### config.mk
export PLATFORM = sky130hd
export DESIGN_NAME = tone_scheduler
export DESIGN_NICKNAME = d
export VERILOG_FILES = /design/src/rtl/tone_scheduler_pkg.sv /design/src/rtl/tone_scheduler_divider.sv /design/src/rtl/tone_scheduler.sv
export SDC_FILE = /design/constraint.sdc
export NUM_CORES = 1
export LEC_CHECK = 0
export CAP_MARGIN = 10
export CORE_MARGIN = 2
export CORE_UTILIZATION = 45
export CTS_BUF_LIST = sky130_fd_sc_hd__clkbuf_16
export CTS_CLUSTER_SIZE = 24
export DETAILED_ROUTE_END_ITERATION = 16
export DONT_BUFFER_PORTS = 1
export PLACE_DENSITY = 0.58
export SLEW_MARGIN = 5
export SYNTH_ARGS = -nofsm -noshare
export SYNTH_HDL_FRONTEND = slang
export SYNTH_HIERARCHICAL = 1
export SYNTH_SLANG_ARGS = --single-unit
### constraint.sdc
create_clock -name clk_in -period 8 [get_ports clk_in]
set_input_delay 1.2 -clock clk_in [delete_from_list [all_inputs] [get_ports clk_in]]
set_output_delay 1.2 -clock clk_in [all_outputs]
set_load 0.05 [all_outputs]
### src/rtl/tone_scheduler_pkg.sv
// Shared types, default parameters and the round-robin picker for tone_scheduler.
package tone_scheduler_pkg;

   typedef enum logic [1:0] {ST_IDLE, ST_PLAY, ST_GAP} state_e;

   localparam int unsigned TS_NREQ     = 4;
   localparam int unsigned TS_DIV_W    = 32;
   localparam int unsigned TS_DUR_W    = 16;
   localparam int unsigned TS_TICK_DIV = 50000;
   localparam int unsigned TS_GAP_CYC  = 16;
   localparam int unsigned RR_MAX      = 8;

   // First set bit of req searching upward from last+1, wrapping at n (n <= RR_MAX).
   function automatic logic [2:0] rr_pick(input logic [RR_MAX-1:0] req,
                                          input logic [2:0]        last,
                                          input int unsigned       n);
      logic [2:0]  win;
      logic        found;
      int unsigned idx;
      win   = '0;
      found = 1'b0;
      for (int unsigned i = 1; i <= RR_MAX; i++) begin
         idx = 32'(last) + i;
         if (idx >= n) idx = idx - n;
         if (i <= n && !found && req[idx[2:0]]) begin
            win   = idx[2:0];
            found = 1'b1;
         end
      end
      return win;
   endfunction

endpackage

### src/rtl/tone_scheduler_divider.sv
// Counter/toggle tone divider: half-period of div+1 cycles while enabled.
module tone_divider #(
   parameter int unsigned DIV_W = 32
) (
   input  logic             clk_in,
   input  logic             rst_n,
   input  logic             clear,
   input  logic             en,
   input  logic [DIV_W-1:0] div,
   output logic             tone
);

   logic [DIV_W-1:0] cnt_q;
   logic             tone_q;

   always_ff @(posedge clk_in or negedge rst_n) begin
      if (!rst_n) begin
         cnt_q  <= '0;
         tone_q <= 1'b0;
      end else if (clear) begin
         cnt_q  <= '0;
         tone_q <= 1'b0;
      end else if (en) begin
         if (cnt_q < div) begin
            cnt_q <= cnt_q + 1'b1;
         end else begin
            cnt_q  <= '0;
            tone_q <= ~tone_q;
         end
      end
   end

   assign tone = tone_q;

endmodule

### src/rtl/tone_scheduler.sv
// Round-robin scheduler sharing one tone divider among NREQ requesters.
// Optional preemption by requester 0 is compiled in with TONE_SCHEDULER_PREEMPT_EN.
module tone_scheduler
   import tone_scheduler_pkg::*;
#(
   parameter int unsigned NREQ     = TS_NREQ,
   parameter int unsigned DIV_W    = TS_DIV_W,
   parameter int unsigned DUR_W    = TS_DUR_W,
   parameter int unsigned TICK_DIV = TS_TICK_DIV,
   parameter int unsigned GAP_CYC  = TS_GAP_CYC,
   localparam int unsigned ID_W    = (NREQ > 1) ? $clog2(NREQ) : 1
) (
   input  logic                  clk_in,
   input  logic                  rst_n,
   input  logic [NREQ-1:0]       req,
   input  logic [NREQ*DIV_W-1:0] req_div,
   input  logic [NREQ*DUR_W-1:0] req_dur,
   output logic [NREQ-1:0]       grant,
   output logic [ID_W-1:0]       active_id,
   output logic                  busy,
   output logic                  done,
   output logic                  abort,
   output logic                  tone_out
);

   localparam int unsigned PRE_W = (TICK_DIV > 1) ? $clog2(TICK_DIV) : 1;
   localparam int unsigned GAP_W = (GAP_CYC > 1) ? $clog2(GAP_CYC) : 1;

   state_e            state_q, state_d;
   logic [DIV_W-1:0]  div_q, div_d;
   logic [DUR_W-1:0]  dur_q, dur_d;
   logic [PRE_W-1:0]  presc_q, presc_d;
   logic [DUR_W-1:0]  tick_q, tick_d;
   logic [GAP_W-1:0]  gap_q, gap_d;
   logic [2:0]        last_q, last_d;
   logic [NREQ-1:0]   grant_q, grant_d;
   logic [ID_W-1:0]   active_q, active_d;
   logic              busy_q, busy_d;
   logic              done_q, done_d;
   logic              div_clr;
   logic [2:0]        winner;
   logic              presc_wrap, finish;
   logic [DUR_W-1:0]  tick_nxt;

   assign winner     = rr_pick(RR_MAX'(req), last_q, NREQ);
   assign presc_wrap = (presc_q == PRE_W'(TICK_DIV - 1));
   assign tick_nxt   = (presc_wrap && tick_q != '1) ? tick_q + 1'b1 : tick_q;
   // Looking at the post-increment count lets done land exactly dur*TICK_DIV after grant.
   assign finish     = (tick_q == dur_q) || (tick_nxt == dur_q);

`ifdef TONE_SCHEDULER_PREEMPT_EN
   logic abort_q, abort_d;
`endif

   always_comb begin
      state_d  = state_q;
      div_d    = div_q;
      dur_d    = dur_q;
      presc_d  = presc_q;
      tick_d   = tick_q;
      gap_d    = gap_q;
      last_d   = last_q;
      active_d = active_q;
      grant_d  = '0;
      done_d   = 1'b0;
      div_clr  = 1'b0;
`ifdef TONE_SCHEDULER_PREEMPT_EN
      abort_d  = 1'b0;
`endif
      case (state_q)
         ST_IDLE: begin
            if (|req) begin
               state_d  = ST_PLAY;
               grant_d  = NREQ'(1) << winner;
               active_d = winner[ID_W-1:0];
               last_d   = winner;
               div_d    = req_div[32'(winner)*DIV_W +: DIV_W];
               dur_d    = req_dur[32'(winner)*DUR_W +: DUR_W];
               presc_d  = '0;
               tick_d   = '0;
               div_clr  = 1'b1;
            end
         end
         ST_PLAY: begin
            if (finish) begin
               state_d = ST_GAP;
               done_d  = 1'b1;
               gap_d   = '0;
               div_clr = 1'b1;
            end
`ifdef TONE_SCHEDULER_PREEMPT_EN
            else if (req[0] && active_q != '0) begin
               state_d = ST_GAP;
               abort_d = 1'b1;
               gap_d   = '0;
               div_clr = 1'b1;
               last_d  = 3'(NREQ - 1);
            end
`endif
            else begin
               presc_d = presc_wrap ? '0 : presc_q + 1'b1;
               tick_d  = tick_nxt;
            end
         end
         ST_GAP: begin
            if (gap_q == GAP_W'(GAP_CYC - 1)) state_d = ST_IDLE;
            else                              gap_d   = gap_q + 1'b1;
         end
         default: state_d = ST_IDLE;
      endcase
      busy_d = (state_d != ST_IDLE);
   end

   always_ff @(posedge clk_in or negedge rst_n) begin
      if (!rst_n) begin
         state_q  <= ST_IDLE;
         div_q    <= '0;
         dur_q    <= '0;
         presc_q  <= '0;
         tick_q   <= '0;
         gap_q    <= '0;
         last_q   <= 3'(NREQ - 1);
         active_q <= '0;
         grant_q  <= '0;
         busy_q   <= 1'b0;
         done_q   <= 1'b0;
`ifdef TONE_SCHEDULER_PREEMPT_EN
         abort_q  <= 1'b0;
`endif
      end else begin
         state_q  <= state_d;
         div_q    <= div_d;
         dur_q    <= dur_d;
         presc_q  <= presc_d;
         tick_q   <= tick_d;
         gap_q    <= gap_d;
         last_q   <= last_d;
         active_q <= active_d;
         grant_q  <= grant_d;
         busy_q   <= busy_d;
         done_q   <= done_d;
`ifdef TONE_SCHEDULER_PREEMPT_EN
         abort_q  <= abort_d;
`endif
      end
   end

   tone_divider #(.DIV_W(DIV_W)) u_div (
      .clk_in (clk_in),
      .rst_n  (rst_n),
      .clear  (div_clr),
      .en     (state_q == ST_PLAY),
      .div    (div_q),
      .tone   (tone_out)
   );

   assign grant     = grant_q;
   assign active_id = active_q;
   assign busy      = busy_q;
   assign done      = done_q;
`ifdef TONE_SCHEDULER_PREEMPT_EN
   assign abort     = abort_q;
`else
   assign abort     = 1'b0;
`endif

endmodule

# == Word level (Yosys, flattened, before mapping) ==
# Cells that the tools add are included.
# word_totals
out_inout_bits,10
wordCells,113
input_bits,198
ff_bits,130
# classes
reduce_logical,18
order_cmp,9
bitwise,1
shift,3
mux,45
n_addsub,12
n_eq_ne,12
# ops
op,n
$shiftx A128 B9 Y32,1
$mux W32,3
$mux W16,5
$pmux W16 S2,2
$shiftx A64 B8 Y16,1
$add A16 B1 Y16 const B,2
$add A32 B1 Y32 const B,1
$eq A16 B16 Y1,2
$lt A32 B32 Y1,1
$mux W3,8
$eq A16 B16 Y1 const B,1
$ge A4 B3 Y1 const B,4
$lt A3 B4 Y1 const B,4
$mux W4,4
$ne A16 B16 Y1 const B,1
$mux W1,13
$bmux W1 S3,4
$sub A3 B3 Y3 const B,4
$ne A2 B2 Y1 const B,5
$add A3 B2 Y4 const B,2
$pmux W4 S2,1
$reduce_bool A2 Y1,4
$mux W2,3
$pmux W2 S3,1
16 further kinds,23

# == Longest topological paths before layout ==
# Gate-level depths: netlist of the first run.
# depth
word_depth,18
mapped_depth,17

# == Hierarchy ==
# Netlist of the first run, hierarchy kept.
# modules_own_cells
mod,cells_per_inst,area_per_inst_um2,instances
tone_scheduler,780,6306.0,1
tone_divider,282,2453.6,1

# == Worst setup path after synthesis of the first run ==
# Ideal clock, no wire load.
# synth_path
path_type,reg-to-reg
startpoint,reg tick_q[1]
endpoint,reg u_div.cnt_q[23]
path_stages_with_launch,17
t_arrival_ps,3820
slack_ps,4059
path_cell_list,dfrtp_1 ha_1 nand3_2 or4_4 nand2_4 o21ai_1 a311oi_2 o221ai_2 or2_1 a21oi_2 nand2b_1 o21ai_0 nor4_2 nor2b_1 nand2b_1 xor2_1 nor2_1
# synth_via
elab_chain_len,8
# synth_rtl
element,line,rtl
"start, declared",tone_scheduler.sv:33,"logic [DUR_W-1:0] tick_q, tick_d;"
"start signal, assigned",tone_scheduler.sv:135,tick_q <= tick_d;
"parallel branches: the longest is 4 deep, another holds $add A16 B1 Y16",--,
$logic_or A1 B1 Y1 *,tone_scheduler.sv:49,assign finish = (tick_q == dur_q) || (tick_nxt == dur_q);
$mux W1 *,tone_scheduler.sv:85,if (finish) begin
$pmux W1 S2 *,tone_scheduler.sv:70,case (state_q)
net div_clr,tone_scheduler.sv:40,logic div_clr;
$mux W32 / $reduce_bool A2 Y1 (equally long branches),--,
"end signal, assigned",tone_scheduler_divider.sv:25,cnt_q <= cnt_q + 1'b1;
"end, declared",tone_scheduler_divider.sv:13,logic [DIV_W-1:0] cnt_q;
# Mark *: on every way through the listed nets, which the timed path passes.
# A chain may end at the register's enable or synchronous reset.

# == Worst setup path in the final report of the first run ==
# layout_path
startpoint,reg presc_q[0]
endpoint,reg u_div.cnt_q[21]
# layout_via
elab_chain_len,8
# layout_rtl
element,line,rtl
"start, declared",tone_scheduler.sv:32,"logic [PRE_W-1:0] presc_q, presc_d;"
"start signal, assigned",tone_scheduler.sv:134,presc_q <= presc_d;
$eq A16 B16 Y1 *,tone_scheduler.sv:46,assign presc_wrap = (presc_q == PRE_W'(TICK_DIV - 1));
$logic_and A1 B1 Y1 *,tone_scheduler.sv:47,assign tick_nxt = (presc_wrap && tick_q != '1) ? tick_q + 1'b1 : tick_q;
$mux W16 *,tone_scheduler.sv:47,
$eq A16 B16 Y1 *,tone_scheduler.sv:49,
$logic_or A1 B1 Y1 *,tone_scheduler.sv:49,
$mux W1 *,tone_scheduler.sv:85,
$pmux W1 S2 *,tone_scheduler.sv:70,
net div_clr,tone_scheduler.sv:40,
$mux W32 / $reduce_bool A2 Y1 (equally long branches),--,
# Mark *: on every way through the listed nets, which the timed path passes. The rest lies on a longest branch.

==> impl_results.md, run 1 <==
- Share of cells above drive strength 1: under 10%
- Starting Density: between 40% and 50%
- Die height: ~140 µm
- Max FO, Critical Path: 9
- GR Util All Layers: 22.8%
- Core Area: between 15,000 and 20,000 µm²
- WP data required: a little over 8000 ps
- Final RePlAce weighted congestion: 0.956
- Post-synthesis net count: approximately 1,300
- Post-synth EDFFs: 0
- Register area share after synthesis: 37.2%
- Crit path buf inv count: 0
- Htree depth: 4
- # setup viols final: 0
- Worst path top cell family by delay: simple AND/OR/NAND/NOR gates
- Multi-input gate area: just over 5000 µm²
- Combinational Power Share: a little over two fifths
- RSZ-0062 raised after global routing: no
- ANT nets after route: 0
- DR vias/cell: approximately 5.8
- Nets: between 1,000 and 1,500
- Yosys reg bits: 130
- Initial antenna violation count: 1
- Distinct cell type count after synthesis: approximately 80
- Number of placed I/O pins: ~210
- Mapped Area: about 9000 µm²
- LEAKAGE: between 4 and 5 nW
- Int Power: 1.82 mW
- Hold crit path type: primary input to async pin
- DRC Markers: 0
- Crit-path slowest cell: nor4_2
- CTS Sinks: between 100 and 150
- First-pass GRT wire length: about 37,000 µm
- Die Area: about 20,000 µm²
- Vias in the first global route: between 6,000 and 7,000
- Power Dens Cells: about 330 nW/µm²
- Reg area: between 3000 and 4000 µm²
- Tcrit/Tclk final: between 50 and 60%
- Proportion of synthesized flip-flops having asynchronous set or reset: 100%
- CTS Root Cell: clkbuf_16
- Syn avg cell area: slightly above 8 µm²
- Fin. Hold Viols: 0
- Critical path class: register to register
- Outcome: completed
- Crit end category: register
- Antenna cell count: 0
- Fillers: approximately 1,900
- Routed WL: between 20,000 and 25,000 µm
- Port bufs: 0
- Maxcap violations: 0
- Worst-path cell chain: ha_1, and3_1, nand4_1, nor4_1, mux2i_1, o2111ai_1, nand2b_1, or2_1, a21oi_2, nand2b_1, o21ai_0, nor4_2, nor2b_1, nand2_1, xor2_1, nor2_1
- TNS Setup: 0 ps
- Final HPWL DP: approximately 17,000 µm
- Clk pin slew, worst setup/hold paths: 60 ps
- Drt wl/cell: 17.8 µm
- Fin Clk Skew: roughly 13 ps
- Peak supply drop: approximately 0.34 mV
- Clock power share: 24.8%
- Area grow syn2layout: 8.23%
- Post-CTS sizing: 0
- Startpoint Class: register
- Sw Pwr: 1.29 mW
- Tmin final: around 4800 ps
- Worst skew pair latency: approximately 420 ps
- Reg power frac: 33.6%
- Top_reg_cell synth: dfrtp_1
- TritonRoute pass-1 iters: 6
- Max Fclk: 209 MHz
- Cts hold-fix bufs: 0
- Total setup buffers inserted after CTS: 0
- Row Count: a little over 50
- Synth warn: 6
- Least-Margin Pin Slew: ~1200 ps
- Crit-path max cell delay: 750 ps
- Detailed-route via count: approximately 7,500
- GR Overflow Total: 0
- CP dominant cell by count: nand2b_1
- Initial drt markers: roughly 450
- Max Root-Sink Buffers: 2
- Largest net degree at the start of global routing: about 130
- Slew Viols, Final: 0
- Die Width: approximately 140 µm
- Slew Limit Headroom: 18.7%
- Switching Fraction: between 40 and 50%
- WHS: about 470 ps
- Crit path DAT: around 5000 ps
- Post-Synthesis Cells: 1,062
- CTS Buf Count: 17
- CTS tree: done
power by group through the flow:
stage	logic (mW)	clock network, mW	registers, mW
3_3_place_gp	1.29	0	1.05
5_1_grt	1.46	0.819	1.07
2_1_floorplan	1.07	0	0.989
4_1_cts	1.30	0.788	1.04
3_5_place_dp	1.30	0	1.05
6_report	1.29	0.770	1.04
per-layer routing:
layer	track usage [%]	wire, µm	share of wire, %
met1	33.4	11500	50
met2	34.1	10100	44
met3	5.53	1380	6.0
met4	5.37	188	0.81
met5	0	16	0.069
cell type report:
| cell class | instances | area share (%) |
|---|---|---|
| clock buffers | 17 | 4.49 |
| clock inverters | 15 | 1.69 |
| inverters | 57 | 2.26 |
| multi-input cells | 818 | 53.3 |
| flip-flops and latches | 130 | 34.3 |
| well taps | 265 | 3.50 |
| repair buffers | 5 | 0.396 |
sequential cells by signal (all words and copies together) (netlist names), 2 cells and up:
signal	flops
last_q	3
div_q	32
u_div/cnt_q	32
grant	4
gap_q	4
presc_q	16
dur_q	16
tick_q	16
active_id	2
state_q	2
worst reg2reg max path, cell delays in order (launching register included):
cell and delay, ps:
dfrtp_1 380, ha_1 200, and3_1 240, nand4_1 320, nor4_1 550, mux2i_1 250, o2111ai_1 160, nand2b_1 220
or2_1 290, a21oi_2 320, nand2b_1 260, o21ai_0 150, nor4_2 750, nor2b_1 310, nand2_1 90, xor2_1 140
nor2_1 60
cells in the mapped netlist, drive strengths merged (29+ instances only):
library cell,instances,area (µm²)
a21oi,39,203
a311oi,33,295
a31oi,29,181
and3,44,275
clkbuf,37,139
dfrtp,128,3200
ha,37,463
inv,57,214
nand2,207,785
nand3,40,210
nor2,96,360
o21ai,39,203
stage by stage:
stage | total power, mW | std cells | setup slack, ps | util [%] | instance area, µm²
after detailed placement | 2.35 | 1275 | 3260 | 46.2 | 8890
after global placement | 2.34 | 1275 | 3420 | 46.2 | 8890
final | 3.11 | 1307 | 3210 | 49.2 | 9480
after floorplan | 2.06 | 1062 | 4060 | - | 8760
after CTS | 3.14 | 1307 | 3230 | 49.2 | 9480
after global routing | 3.36 | 1307 | 2780 | 49.2 | 9480
path summary, 6_finish.rpt:
kind | startpoint | endpoint | slack, ps | cells after the start
min in group clk_in | presc_q[15] | presc_q[15] | 500 | 1
hold / removal | rst_n | presc_q[9] | 470 | 0
hold reg to reg | presc_q[15] | presc_q[15] | 500 | 1
setup reg to reg | presc_q[0] | u_div/cnt_q[21] | 3210 | 16
setup / recovery | presc_q[0] | u_div/cnt_q[21] | 3210 | 16
max in group asynchronous | rst_n | last_q[1] | 7240 | 0
logic make-up (layout without fill, tap and decap cells):
kind of cell	count (synthesis)	count (layout)	synth area share [%]
compound gates	202	202	15.9
xor+xnor	47	47	4.70
fa+ha+maj	37	37	5.28
buf+inv	114	94	5.38
flops	130	130	37.2
mux	28	28	3.86
other cells	1	1	0.0428
simple gates	503	503	27.7
layout by cell type, fill, tap and decap left out, types with 5 or more instances in the layout:
cell type and count:
or3_1 15, nand4_1 19, ha_1 37, o31ai_1 5, xnor2_1 20, dfrtp_1 128, nor4_1 9, mux2_2 16
nand3_1 38, inv_1 57, a311oi_1 32, a31oi_1 29, nor2_1 94, o21ai_0 25, buf_4 5, nand2_1 205
a21oi_1 37, xor2_1 27, o22ai_1 16, nor3_1 25, o21ai_1 12, clkbuf_16 17, and3_1 44, clkinvlp_4 8
a21o_1 8, o21a_1 6, nor2b_1 7, mux2i_1 9, nand2b_1 10
No activity file was read; power rests on OpenSTA's default activity.
==> inputs of run 2 (changes only) <==
PLACE_DENSITY = 0.6   (was 0.58)
clock period = 4.01 ns   (was 8 ns; I/O delays follow)
==> run 2 against run 1 <==
Against the previous run: via count up 1.1%; wire length rose by 1.5%; flip-flop and latch count stayed put; die area did not move; core utilization up 2.5 points; clock skew is 3.1 ps lower; first-iteration DRC count rose by 10%; sequential power rose by 99%; combinational power rose by 110%; maximum frequency grew 25%; highest routed layer unchanged.
==> impl_results.md, run 2 (same netlist as run 1, synthesis figures left out) <==
- Max Root-Sink Buffers: 2 (unchanged)
- Regs by FF count: div_q x32, u_div/cnt_q x32
- Vias in the first global route: 7,175 (+3.6%)
- Least-Margin Pin Slew: 852 ps (-366 ps)
- CTS tree: done
- CP dominant cell by count: buf_4
- Worst skew pair latency: 430 ps (about the same)
- Core Area: 19,300 µm² (unchanged)
- Combinational Power Share: 41.8% (about the same)
- CTS Root Cell: clkbuf_16
- CP Depth: 18 (+2)
- Critical path class: register to register
- Maxcap violations: 0 (unchanged)
- Final HPWL DP: 17,500 µm (+3.5%)
- Die Area: 20,600 µm² (unchanged)
- # setup viols final: 0 (unchanged)
- Most common cell after layout, fill and taps aside: nand2_1
- First-pass GRT wire length: 37,300 µm (+2.0%)
- Tcrit/Tclk final: 95.8% (+36 points)
- Commonest non-fill, non-tap cells in the layout: nand2_1 (205), dfrtp_1 (128), nor2_1 (94)
- Reg power frac: 31.7% (-1.9 points)
- Row Count: 51 (unchanged)
- Initial antenna violation count: 1 (unchanged)
- Crit end category: register
- ANT nets after route: 0 (unchanged)
- Crit path DAT: 4150 ps (-930 ps)
- Int Power: 3.92 mW (+120%)
- Area grow syn2layout: 13.8%
- Crit-path slowest cell: dfrtp_1
- Initial drt markers: 496 (+10%)
- Switching Fraction: 40.1% (-1.4 points)
- CTS Sinks: 130 (unchanged)
- Outcome: completed
- Detailed-route via count: 7,626 (+1.1%)
- WP data required: 4320 ps (-3970 ps)
- Power Dens Cells: 656 nW/µm² (+100%)
- Crit-path max cell delay: 390 ps (-360 ps)
- Number of placed I/O pins: 208 (unchanged)
- Final Core Density: 51.7% (+2.5 points)
- Clock power share: 26.4% (+1.6 points)
- Die Width: 144 µm (unchanged)
- Max Fclk: 260 MHz (+25%)
- Port bufs: 0 (unchanged)
- Drt wl/cell: 17.5 µm (-1.5%)
- Hold crit path type: primary input to async pin
- Peak supply drop: 0.708 mV (+110%)
- Nets: 1,304 (+3.2%)
- Routed WL: 23,600 µm (+1.5%)
- GR Util All Layers: 23.3% (+0.48 points)
- Worst path top cell family by delay: simple AND/OR/NAND/NOR gates
- Fin. Hold Viols: 0 (unchanged)
- Final RePlAce weighted congestion: 0.966 (+1.0%)
- GR Overflow Total: 0 (unchanged)
- Worst-path cell chain: ha_1, and3_2, nand4_1, buf_4, nor4_4, mux2i_1, o2111ai_1, nand2b_1, or2_1, a21oi_2, nand2b_4, o21ai_0, nor4_2, buf_4, nor2b_2, nand2_1, xor2_1, nor2_1
- TritonRoute pass-1 iters: 5 (-1)
- Largest net degree at the start of global routing: 129 (-1.5%)
- Slew Viols, Final: 0 (unchanged)
- Htree depth: 4 (unchanged)
- TNS Setup: 0 ps (unchanged)
- Sw Pwr: 2.62 mW (+100%)
- Slew Limit Headroom: 43.1% (+24 points)
- Starting Density: 45.5% (unchanged)
- Reg2reg path depth: 18 (+2)
- Fin Clk Skew: 10.3 ps (-3.11 ps)
- Max FO, Critical Path: 5 (-4)
- DR vias/cell: 5.66 (-2.0%)
- CTS Buf Count: 17 (unchanged)
- Startpoint Class: register
- Clk pin slew, worst setup/hold paths: 60 ps (about the same)
- Tmin final: 3840 ps (-948 ps)
- LEAKAGE: 4.50 nW (+6.5%)
- Die height: 144 µm (unchanged)
- Crit path buf inv count: 2 (+2)
- DRC Markers: 0 (unchanged)
- Share of cells above drive strength 1: 12.3% (+4.0 points)
## run 2: cell types whose count changed in the layout (fill, tap and decap cells not counted), sizes merged
| cell | delta |
|---|---|
| dlygate4sd3 | +1 |
| bufinv | +3 |
| clkinv | +1 |
| diode | +1 |
| clkinvlp | -5 |
| inv | +1 |
| buf | +39 |
## run 2: layout make-up
class,instances,area (µm²)
diodes,1,2.50
multi-input cells,818,5100
repair buffers,45,402
clock inverters,15,230
fillers,1852,9310
clock buffers,17,425
well taps,265,332
inverters,57,214
flip-flops and latches,130,3260
## run 2: what timing repair did
| item | in CTS | in global routing |
|---|---|---|
| setup endpoints to repair | 4 | 32 |
| hold buffers | 2 | 0 |
| endpoints found under the hold margin | 128 | 0 |
| resized for setup | 1 | 10 |
| buffers inserted | 0 | 3 |
| pin swaps | 0 | 5 |
## run 2: path summary, 6_finish.rpt
check,start,to,slack [ps]
max,presc_q[0],u_div/cnt_q[19],170
min,rst_n,tick_q[9],100
max reg2reg,presc_q[0],u_div/cnt_q[19],170
min reg2reg,presc_q[15],presc_q[15],490
max in group asynchronous,rst_n,last_q[0],3200
min in group clk_in,req_dur[28],dur_q[12],320
## run 2: per-stage QoR
stage / hold slack, ps / instances / area, µm² / setup WS, ps / power (mW)
2_1_floorplan: 306 / 1062 / 8760 / 68.9 / 4.10
3_3_place_gp: 313 / 1310 / 9200 / 134 / 4.77
3_5_place_dp: 313 / 1310 / 9200 / 4.17 / 4.80
4_1_cts: 189 / 1344 / 9890 / 17.0 / 6.59
5_1_grt: 203 / 1347 / 9960 / -66.4 / 7.05
6_report: 103 / 1348 / 9970 / 167 / 6.54
## run 2: power groups by stage
| stage | Combinational, mW | Clock (mW) | Sequential, mW |
|---|---|---|---|
| finish | 2.74 | 1.73 | 2.07 |
| global route | 3.10 | 1.82 | 2.13 |
| CTS | 2.75 | 1.77 | 2.08 |
| detailed placement | 2.70 | 0 | 2.10 |
| global placement | 2.69 | 0 | 2.08 |
| floorplan | 2.13 | 0 | 1.97 |
## run 2: layer usage
| metal | track usage, % | part of all wire, % |
|---|---|---|
| met1 | 32.7 | 48 |
| met2 | 36.0 | 44 |
| met3 | 5.30 | 6.4 |
| met4 | 7.07 | 1.5 |
| met5 | 0 | 0.068 |
